<file path="src/rtl/ltc2600_cmd_sequencer.sv">
// Command FIFO and one-at-a-time issuer for the LTC2600 serial writer.
// A command is retired by a write_complete rising edge or by a WAIT timeout.
module ltc2600_cmd_sequencer #(
   parameter int DATA_WIDTH     = 16,
   parameter int FIFO_DEPTH     = 8,
   parameter int TIMEOUT_CYCLES = 256,
   parameter int GAP_CYCLES     = 2,
   parameter int CNT_WIDTH      = 16
) (
   input  logic                          clk,
   input  logic                          rstn,
   input  logic                          in_valid,
   output logic                          in_ready,
   input  logic [3:0]                    in_command,
   input  logic [3:0]                    in_address,
   input  logic [DATA_WIDTH-1:0]         in_data,
   input  logic                          flush,
   input  logic                          err_clear,
   output logic                          send_new_cmd,
   output logic [3:0]                    command,
   output logic [3:0]                    address,
   output logic [DATA_WIDTH-1:0]         data,
   input  logic                          write_complete,
   output logic                          busy,
   output logic [$clog2(FIFO_DEPTH):0]   fill_level,
   output logic                          timeout_err,
   output logic [CNT_WIDTH-1:0]          cmds_done
);
   localparam int AW = $clog2(FIFO_DEPTH);
   localparam int FW = AW + 1;
   localparam int EW = DATA_WIDTH + 8;
   localparam int TW = $clog2(TIMEOUT_CYCLES);
   localparam int GW = (GAP_CYCLES > 1) ? $clog2(GAP_CYCLES) : 1;
   localparam logic [TW-1:0] T_LAST = TW'(TIMEOUT_CYCLES - 1);
   localparam logic [GW-1:0] G_LAST = GW'((GAP_CYCLES > 0) ? GAP_CYCLES - 1 : 0);
   localparam logic [FW-1:0] FULL   = FW'(FIFO_DEPTH);

   localparam logic [1:0] S_IDLE  = 2'd0;
   localparam logic [1:0] S_ISSUE = 2'd1;
   localparam logic [1:0] S_WAIT  = 2'd2;
   localparam logic [1:0] S_GAP   = 2'd3;

   logic [EW-1:0] mem [FIFO_DEPTH];
   logic [AW-1:0] wr_ptr, rd_ptr;
   logic [FW-1:0] count;
   logic          ready_q, push, pop, empty, full;
   logic [1:0]    state;
   logic [TW-1:0] timer;
   logic [GW-1:0] gap_cnt;
   logic          wc_q, wc_rise, t_expire;

   assign empty      = (count == '0);
   assign full       = (count == FULL);
   // ready_q keeps in_ready low throughout reset and rises one edge after release
   assign in_ready   = ready_q && !full && !flush;
   assign push       = in_valid && in_ready;
   assign pop        = (state == S_IDLE) && !empty;
   assign fill_level = count;
   assign busy       = (state != S_IDLE) || !empty;
   assign wc_rise    = write_complete && !wc_q;
   assign t_expire   = (timer == T_LAST);

   always_ff @(posedge clk) begin
      if (push) mem[wr_ptr] <= {in_command, in_address, in_data};
   end

   always_ff @(posedge clk or negedge rstn) begin
      if (!rstn) begin
         wr_ptr  <= '0;
         rd_ptr  <= '0;
         count   <= '0;
         ready_q <= 1'b0;
      end else begin
         ready_q <= 1'b1;
         if (flush) begin
            rd_ptr <= wr_ptr;
            count  <= '0;
         end else begin
            if (push) wr_ptr <= wr_ptr + 1'b1;
            if (pop)  rd_ptr <= rd_ptr + 1'b1;
            if (push && !pop)      count <= count + 1'b1;
            else if (!push && pop) count <= count - 1'b1;
         end
      end
   end

   always_ff @(posedge clk or negedge rstn) begin
      if (!rstn) begin
         state        <= S_IDLE;
         timer        <= '0;
         gap_cnt      <= '0;
         wc_q         <= 1'b0;
         send_new_cmd <= 1'b0;
         command      <= '0;
         address      <= '0;
         data         <= '0;
         timeout_err  <= 1'b0;
         cmds_done    <= '0;
      end else begin
         wc_q         <= write_complete;
         // pulse lands one cycle after the outputs are loaded
         send_new_cmd <= (state == S_ISSUE);
         if (err_clear) timeout_err <= 1'b0;
         case (state)
            S_IDLE: begin
               if (!empty) begin
                  {command, address, data} <= mem[rd_ptr];
                  state <= S_ISSUE;
               end
            end
            S_ISSUE: begin
               timer <= '0;
               state <= S_WAIT;
            end
            S_WAIT: begin
               timer <= timer + 1'b1;
               if (wc_rise || t_expire) begin
                  // a completion coinciding with expiry is still a completion
                  if (wc_rise) cmds_done   <= cmds_done + 1'b1;
                  else         timeout_err <= 1'b1;
                  gap_cnt <= '0;
                  state   <= (GAP_CYCLES == 0) ? S_IDLE : S_GAP;
               end
            end
            S_GAP: begin
               gap_cnt <= gap_cnt + 1'b1;
               if (gap_cnt == G_LAST) state <= S_IDLE;
            end
            default: state <= S_IDLE;
         endcase
      end
   end
endmodule

</file>
<file path="config.mk">
export PLATFORM = sky130hd
export DESIGN_NAME = ltc2600_cmd_sequencer
export DESIGN_NICKNAME = d
export VERILOG_FILES = /design/src/rtl/ltc2600_cmd_sequencer.sv
export SDC_FILE = /design/constraint.sdc
export NUM_CORES = 1
export LEC_CHECK = 0
export ABC_AREA = 1
export ABC_CLOCK_PERIOD_IN_PS = 4000
export CAP_MARGIN = 20
export CORE_MARGIN = 5
export CORE_UTILIZATION = 35
export CTS_BUF_LIST = sky130_fd_sc_hd__clkbuf_16
export CTS_CLUSTER_SIZE = 14
export DETAILED_ROUTE_END_ITERATION = 10
export MAX_ROUTING_LAYER = met4
export PLACE_DENSITY_LB_ADDON = 0.2
export SETUP_SLACK_MARGIN = 0.3
export SLEW_MARGIN = 20
export SYNTH_ARGS = -nofsm -noshare
export SYNTH_HDL_FRONTEND = slang
export SYNTH_SLANG_ARGS = --single-unit
</file>
<file path="constraint.sdc">
create_clock -name clk -period 4 [get_ports clk]
set_clock_uncertainty 0.2 [all_clocks]
set_input_delay 0.8 -clock clk [delete_from_list [all_inputs] [get_ports clk]]
set_output_delay 0.8 -clock clk [all_outputs]
set_load 0.1 [all_outputs]
</file>
==> results_dict.tcl, run 1 <==
set metrics [dict create \
    synth_enable_flop_cells 192 \
    clkSlewWorstSetupHoldPaths_ns 0.06 \
    ant_nets 0 \
    endpoint_kind "output port" \
    hold_viol 0 \
    synthFlopType "edfxtp_1" \
    synth-async-reset-ratio_pct 25.3 \
    timing.fmax_mhz 313 \
    setup_ws_ns 0.806 \
    p_seq_share_pct 36.1 \
    drv_cap 0 \
    synth-seq-cells 257 \
    min_period_ns 3.19 \
    final.setup.tns_ns 0 \
    fin_nets 1025 \
    synth_compound_area_share_pct 10.1 \
    area_delta_synth_final_pct 18.6 \
    syn_area_um2 10800 \
    grt_overflow 0 \
    cp-start-kind "flip-flop" \
    post_cts_buffers 0 \
    yosysWarnings 0 \
    hpwl_um 14100 \
    place_congestion 0.738 \
    syn_inst 903 \
    initialDrtViolationCount 423 \
    hold_path_class "primary input to async pin" \
    synthAdderAreaFrac_pct 1.46 \
    stdcell_count 1399 \
    cts_made_buffers 27 \
    power_frac_comb_pct 38.0 \
    place_ws_ns 0.741 \
    tightestPinTransition_ns 1.09 \
    die_x_um 186 \
    routed_via_density 4.86 \
    synthXorXnorAreaFrac_pct 0.972 \
    synth_top_cell_area_share_pct 53.3 \
    status "complete, no violations" \
    avgRoutedWirePerCell_um 17.0 \
    r2r_setup_slack_ns 1.36 \
    avgSynthCellArea_um2 12.0 \
    synth_fp_nets 945 \
    chipHeight_um 186 \
    initial_utilization_pct 35.4 \
    synth_mux_area_share_pct 0 \
    p_per_area_nw_per_um2 743 \
    finalMaxSlewViolations 0 \
    slowest_delay_ns 1.21 \
    routed_wl_um 23700 \
    min_period_over_period_pct 79.9 \
    crit_buf_inv 1 \
    cts_resized 0 \
    cts.sinks 257 \
    diodes 0 \
    synth_top_area_cell "edfxtp_1" \
    rsz0062_at_grt "no" \
    synth_cell_types 42 \
    ctsHoldBuffers 0 \
    internal_power_mw 5.53 \
    path_max_fanout 5 \
    cpMaxStageDelayCell "clkdlybuf4s50_1" \
    vias 6797 \
    cts_tree "yes" \
    post-route-util_pct 42.0 \
    ir_drop_uv 399 \
    final-setup-viol-count 0 \
    clk_path_buf_depth 3 \
    fp-row-count 64 \
    power_switching_mw 4.00 \
    fp.dieArea_um2 34500 \
    coreArea_um2 30600 \
    switching_share_pct 42.0 \
    leakage_nw 4.68 \
    placedCellCount 1350 \
    cp_top_family "buffers and inverters" \
    grt_pass1_wl_um 37700 \
    drc 0 \
    grt_max_degree 98 \
    layout-drive-gt1-share_pct 13.1 \
    synth_seq_area_share_pct 68.3 \
    cp.required_ns 3.00 \
    first_global_vias 6794 \
    ioPinCount 78 \
    antenna_found_initial 0 \
    clock_tree.root_cell "clkbuf_16" \
    synth_top_family_by_area "simple AND/OR/NAND/NOR gates" \
    insertion_delay_ns 0.54 \
    crit_type "flip-flop to output port" \
    yosys.area_share.simple_pct 14.8 \
    port_buffers 77 \
    grt_usage_pct 14.1 \
    drt_pass1_iterations 4 \
    p_clk_share_pct 25.9 \
    worst_ep_arrival_time_ns 2.19 \
    h-tree-depth 1 \
    path_cells "clkdlybuf4s50_1" \
    yosys-top-cells-area "edfxtp_1, dfrtp_1, nor2_1" \
    slew_headroom_pct 27.0 \
]
layer usage:
metal	vias up	global-route usage, %	routed length (um)
li1	3334	-	-
met1	3310	18.5	11000
met2	117	23.2	11400
met3	36	1.97	848
met4	0	3.58	547
met5	-	-	0
registers in the layout, summed over array words and instances, names as in the netlist, 2 cells and up:
signal / flops
address: 4
cmds_done: 16
command: 4
data: 16
fill_level: 4
mem: 192
rd_ptr: 3
state: 2
timer: 8
wr_ptr: 3
kinds of logic after synthesis:
group	count (synthesis)
AOI/OAI and AO/OA	169
xor gates and xnor gates	12
adders and majority gates	12
buffers and inverters	82
DFF	257
other	1
and+or+nand+nor	370
cells in the mapped netlist (4+ instances only):
cell / instances
edfxtp_1: 192
nor2_1: 149
nand2_1: 121
o21ai_0: 105
dfrtp_1: 65
nand3_1: 39
inv_1: 36
o211ai_1: 26
nor2_2: 24
o211ai_2: 22
nor3_1: 17
clkbuf_1: 16
buf_2: 11
ha_1: 11
a21oi_1: 9
xor2_1: 8
nand4_1: 7
buf_6: 5
buf_12: 4
buf_4: 4
nand2_2: 4
xnor2_1: 4
final timing paths:
kind | endpoint | start | cells past startpoint
max | fill_level[3] | fill_level[3]$_DFFE_PN0P_ | 1
min | cmds_done[9]$_DFFE_PN0P_ | rstn | 1
max reg2reg | fill_level[3]$_DFFE_PN0P_ | fill_level[1]$_DFFE_PN0P_ | 13
min reg2reg | address[3]$_DFFE_PN0P_ | address[3]$_DFFE_PN0P_ | 2
max in group asynchronous | data[7]$_DFFE_PN0P_ | rstn | 2
min in group clk | address[3]$_DFFE_PN0P_ | address[3]$_DFFE_PN0P_ | 2
power by group through the flow:
stage	Combinational, mW	Clock [mW]	Sequential [mW]
detailed placement	3.68	0	3.50
floorplan	1.88	0	4.45
global route	3.95	2.65	3.49
global placement	3.66	0	3.50
CTS	3.70	2.54	3.45
finish	3.63	2.47	3.45
through the flow:
step	area, um^2	total power, mW	hold slack, ns
after floorplan	10800	6.33	0.254
after global placement	12000	7.17	0.262
after detailed placement	12000	7.19	0.266
after CTS	12800	9.69	0.111
after global routing	12800	10.1	0.145
final	12800	9.54	0.0826
placed cells by master (no fill, tap or decap), drive strengths merged, types with 18 or more instances in the layout:
| cell type | n |
|---|---|
| buf | 20 |
| clkbuf | 27 |
| clkdlybuf4s50 | 74 |
| dfrtp | 65 |
| edfxtp | 192 |
| inv | 45 |
| nand2 | 126 |
| nand3 | 41 |
| nor2 | 175 |
| nor3 | 18 |
| o211ai | 48 |
| o21ai | 105 |
final cells by class:
cell class | instances | area, um^2
clock buffers | 27 | 676
clock inverters | 22 | 205
fillers | 2870 | 17800
inverters | 39 | 161
multi-input cells | 564 | 3000
flip-flops and latches | 257 | 7390
well taps | 396 | 495
repair buffers | 94 | 903
(Power assumes the default switching activity.)
==> run 2, diff against run 1 <==
Settings changed: ABC_CLOCK_PERIOD_IN_PS 4000 to 3100.
Clock period 4 ns to 3.1 ns, I/O delays scaled along.
==> run 2 against run 1 <==
Net effect: global-route usage increased by 0.54 points; largest power group unchanged; critical path depth increased by 2; sequential cell count unchanged; hold slack improved by 0.19 ns; sequential share of layout area decreased by 0.68 points; utilization increased by 0.58 points; worst setup slack got worse by 0.32 ns; non-clock buffer count increased by 11; combinational power increased by 31%.
==> results_dict.tcl, run 2 (same netlist as run 1, synthesis figures left out) <==
set metrics [dict create \
    drc 0 \
    r2r_setup_slack_ns 0.84 \
    hold_viol 0 \
    avgRoutedWirePerCell_um 17.4 \
    fp.dieArea_um2 34500 \
    initial_utilization_pct 35.4 \
    stdcell_area_um2 13000 \
    place_congestion 0.741 \
    cts_made_buffers 28 \
    chipHeight_um 186 \
    cts.sinks 257 \
    ir_drop_uv 700 \
    timing.fmax_mhz 383 \
    grt_usage_pct 14.6 \
    min_period_over_period_pct 84.2 \
    p_per_area_nw_per_um2 963 \
    grt_max_degree 99 \
    cts_resized 0 \
    tightestPinTransition_ns 0.872 \
    final_cell_mix "edfxtp_1, nor2_1, nand2_1" \
    routed_wl_um 24600 \
    first_global_vias 6917 \
    top_register "mem" \
    finalMaxSlewViolations 0 \
    insertion_delay_ns 0.54 \
    crit_type "flip-flop to output port" \
    antenna_found_initial 0 \
    hold_path_class "flip-flop to flip-flop" \
    min_period_ns 2.61 \
    clk_path_buf_depth 3 \
    port_buffers 77 \
    final_common_cell "edfxtp_1" \
    rsz0062_at_grt "no" \
    largest_reg_flops 192 \
    layout-drive-gt1-share_pct 19.5 \
    fin_nets 1037 \
    coreArea_um2 30600 \
    cp-start-kind "flip-flop" \
    setup_ws_ns 0.489 \
    diodes 0 \
    leakage_nw 4.89 \
    h-tree-depth 1 \
    post_cts_buffers 0 \
    clock_tree.root_cell "clkbuf_16" \
    vias 6854 \
    endpoint_kind "output port" \
    drt_pass1_iterations 5 \
    cts_tree "yes" \
    drv_cap 0 \
    clkSlewWorstSetupHoldPaths_ns 0.06 \
    hpwl_um 14900 \
    ant_nets 0 \
    cp.required_ns 2.28 \
    grt_pass1_wl_um 38800 \
    final.setup.tns_ns 0 \
    initialDrtViolationCount 419 \
    worst_ep_arrival_time_ns 1.79 \
    routed_via_density 4.85 \
    place_area_um2 12100 \
    place_ws_ns 0.314 \
    grt_overflow 0 \
    final-setup-viol-count 0 \
    ioPinCount 78 \
    status "complete, no violations" \
    slew_headroom_pct 41.9 \
    final.fill_count 2888 \
    path_max_fanout 5 \
    fp-row-count 64 \
    largestRegisters "mem: 192 flops, cmds_done: 16 flops, data: 16 flops" \
    area_delta_synth_final_pct 20.3 \
    die_x_um 186 \
]
## run 2: cell types whose count changed in the layout (fill, tap and decap cells not counted), sizes merged, moves of 2 or more
cell | before | now
buf | 20 | 76
clkdlybuf4s50 | 74 | 28
clkinv | 9 | 13
inv | 45 | 43
## run 2: power breakdown
| part | internal [mW] | total, mW | switching, mW |
|---|---|---|---|
| Sequential | 4.09 | 4.43 | 0.337 |
| Combinational | 1.22 | 4.77 | 3.55 |
| Clock | 1.98 | 3.33 | 1.35 |
| Total | 7.29 | 12.5 | 5.24 |
## run 2: per-stage QoR
step | instances | hold slack (ns) | total power [mW] | util, %
finish | 1413 | 0.278 | 12.5 | 42.5
global route | 1413 | 0.300 | 13.3 | 42.5
global placement | 1360 | 0.265 | 9.33 | 39.4
floorplan | 903 | 0.124 | 8.21 | -
CTS | 1413 | 0.286 | 12.7 | 42.5
detailed placement | 1360 | 0.267 | 9.35 | 39.4
## run 2: cell type report
type,count,area [um^2],share of cell area [%]
Tap cell,396,495,3.81
Clock buffer,28,701,5.39
Multi-Input combinational cell,564,3070,23.6
Timing Repair Buffer,105,936,7.19
Sequential cell,257,7410,56.9
Clock inverter,24,234,1.80
Inverter,39,161,1.24
## run 2: critical path, stage by stage (launching register included)
cell     delay (ns)
dfrtp_4        0.51
nor2_2         0.28
nand3_1        0.19
buf_4          0.28
## run 2: metal layers
metal / part of all wire, % / vias up / global-route usage [%]
li1: - / 3359 / -
met1: 47 / 3318 / 19.9
met2: 47 / 149 / 23.5
met3: 4.7 / 28 / 2.38
met4: 1.5 / 0 / 2.80
met5: 0 / - / -
## run 2: repair_timing
action	CTS	global route
endpoints found under the setup margin	0	0
hold endpoints to repair	19	0
hold buffers	1	0
## run 2: path summary, 6_finish.rpt
check                                                from                         to  depth (start not counted)
worst max-delay path            fill_level[1]$_DFFE_PN0P_                       busy                          3
worst min-delay path               command[3]$_DFFE_PN0P_     command[3]$_DFFE_PN0P_                          2
worst max register to register  fill_level[1]$_DFFE_PN0P_  fill_level[3]$_DFFE_PN0P_                         13
worst min register to register     command[3]$_DFFE_PN0P_     command[3]$_DFFE_PN0P_                          2
max in group asynchronous                            rstn     command[1]$_DFFE_PN0P_                          3
min in group asynchronous                            rstn   cmds_done[8]$_DFFE_PN0P_                          2
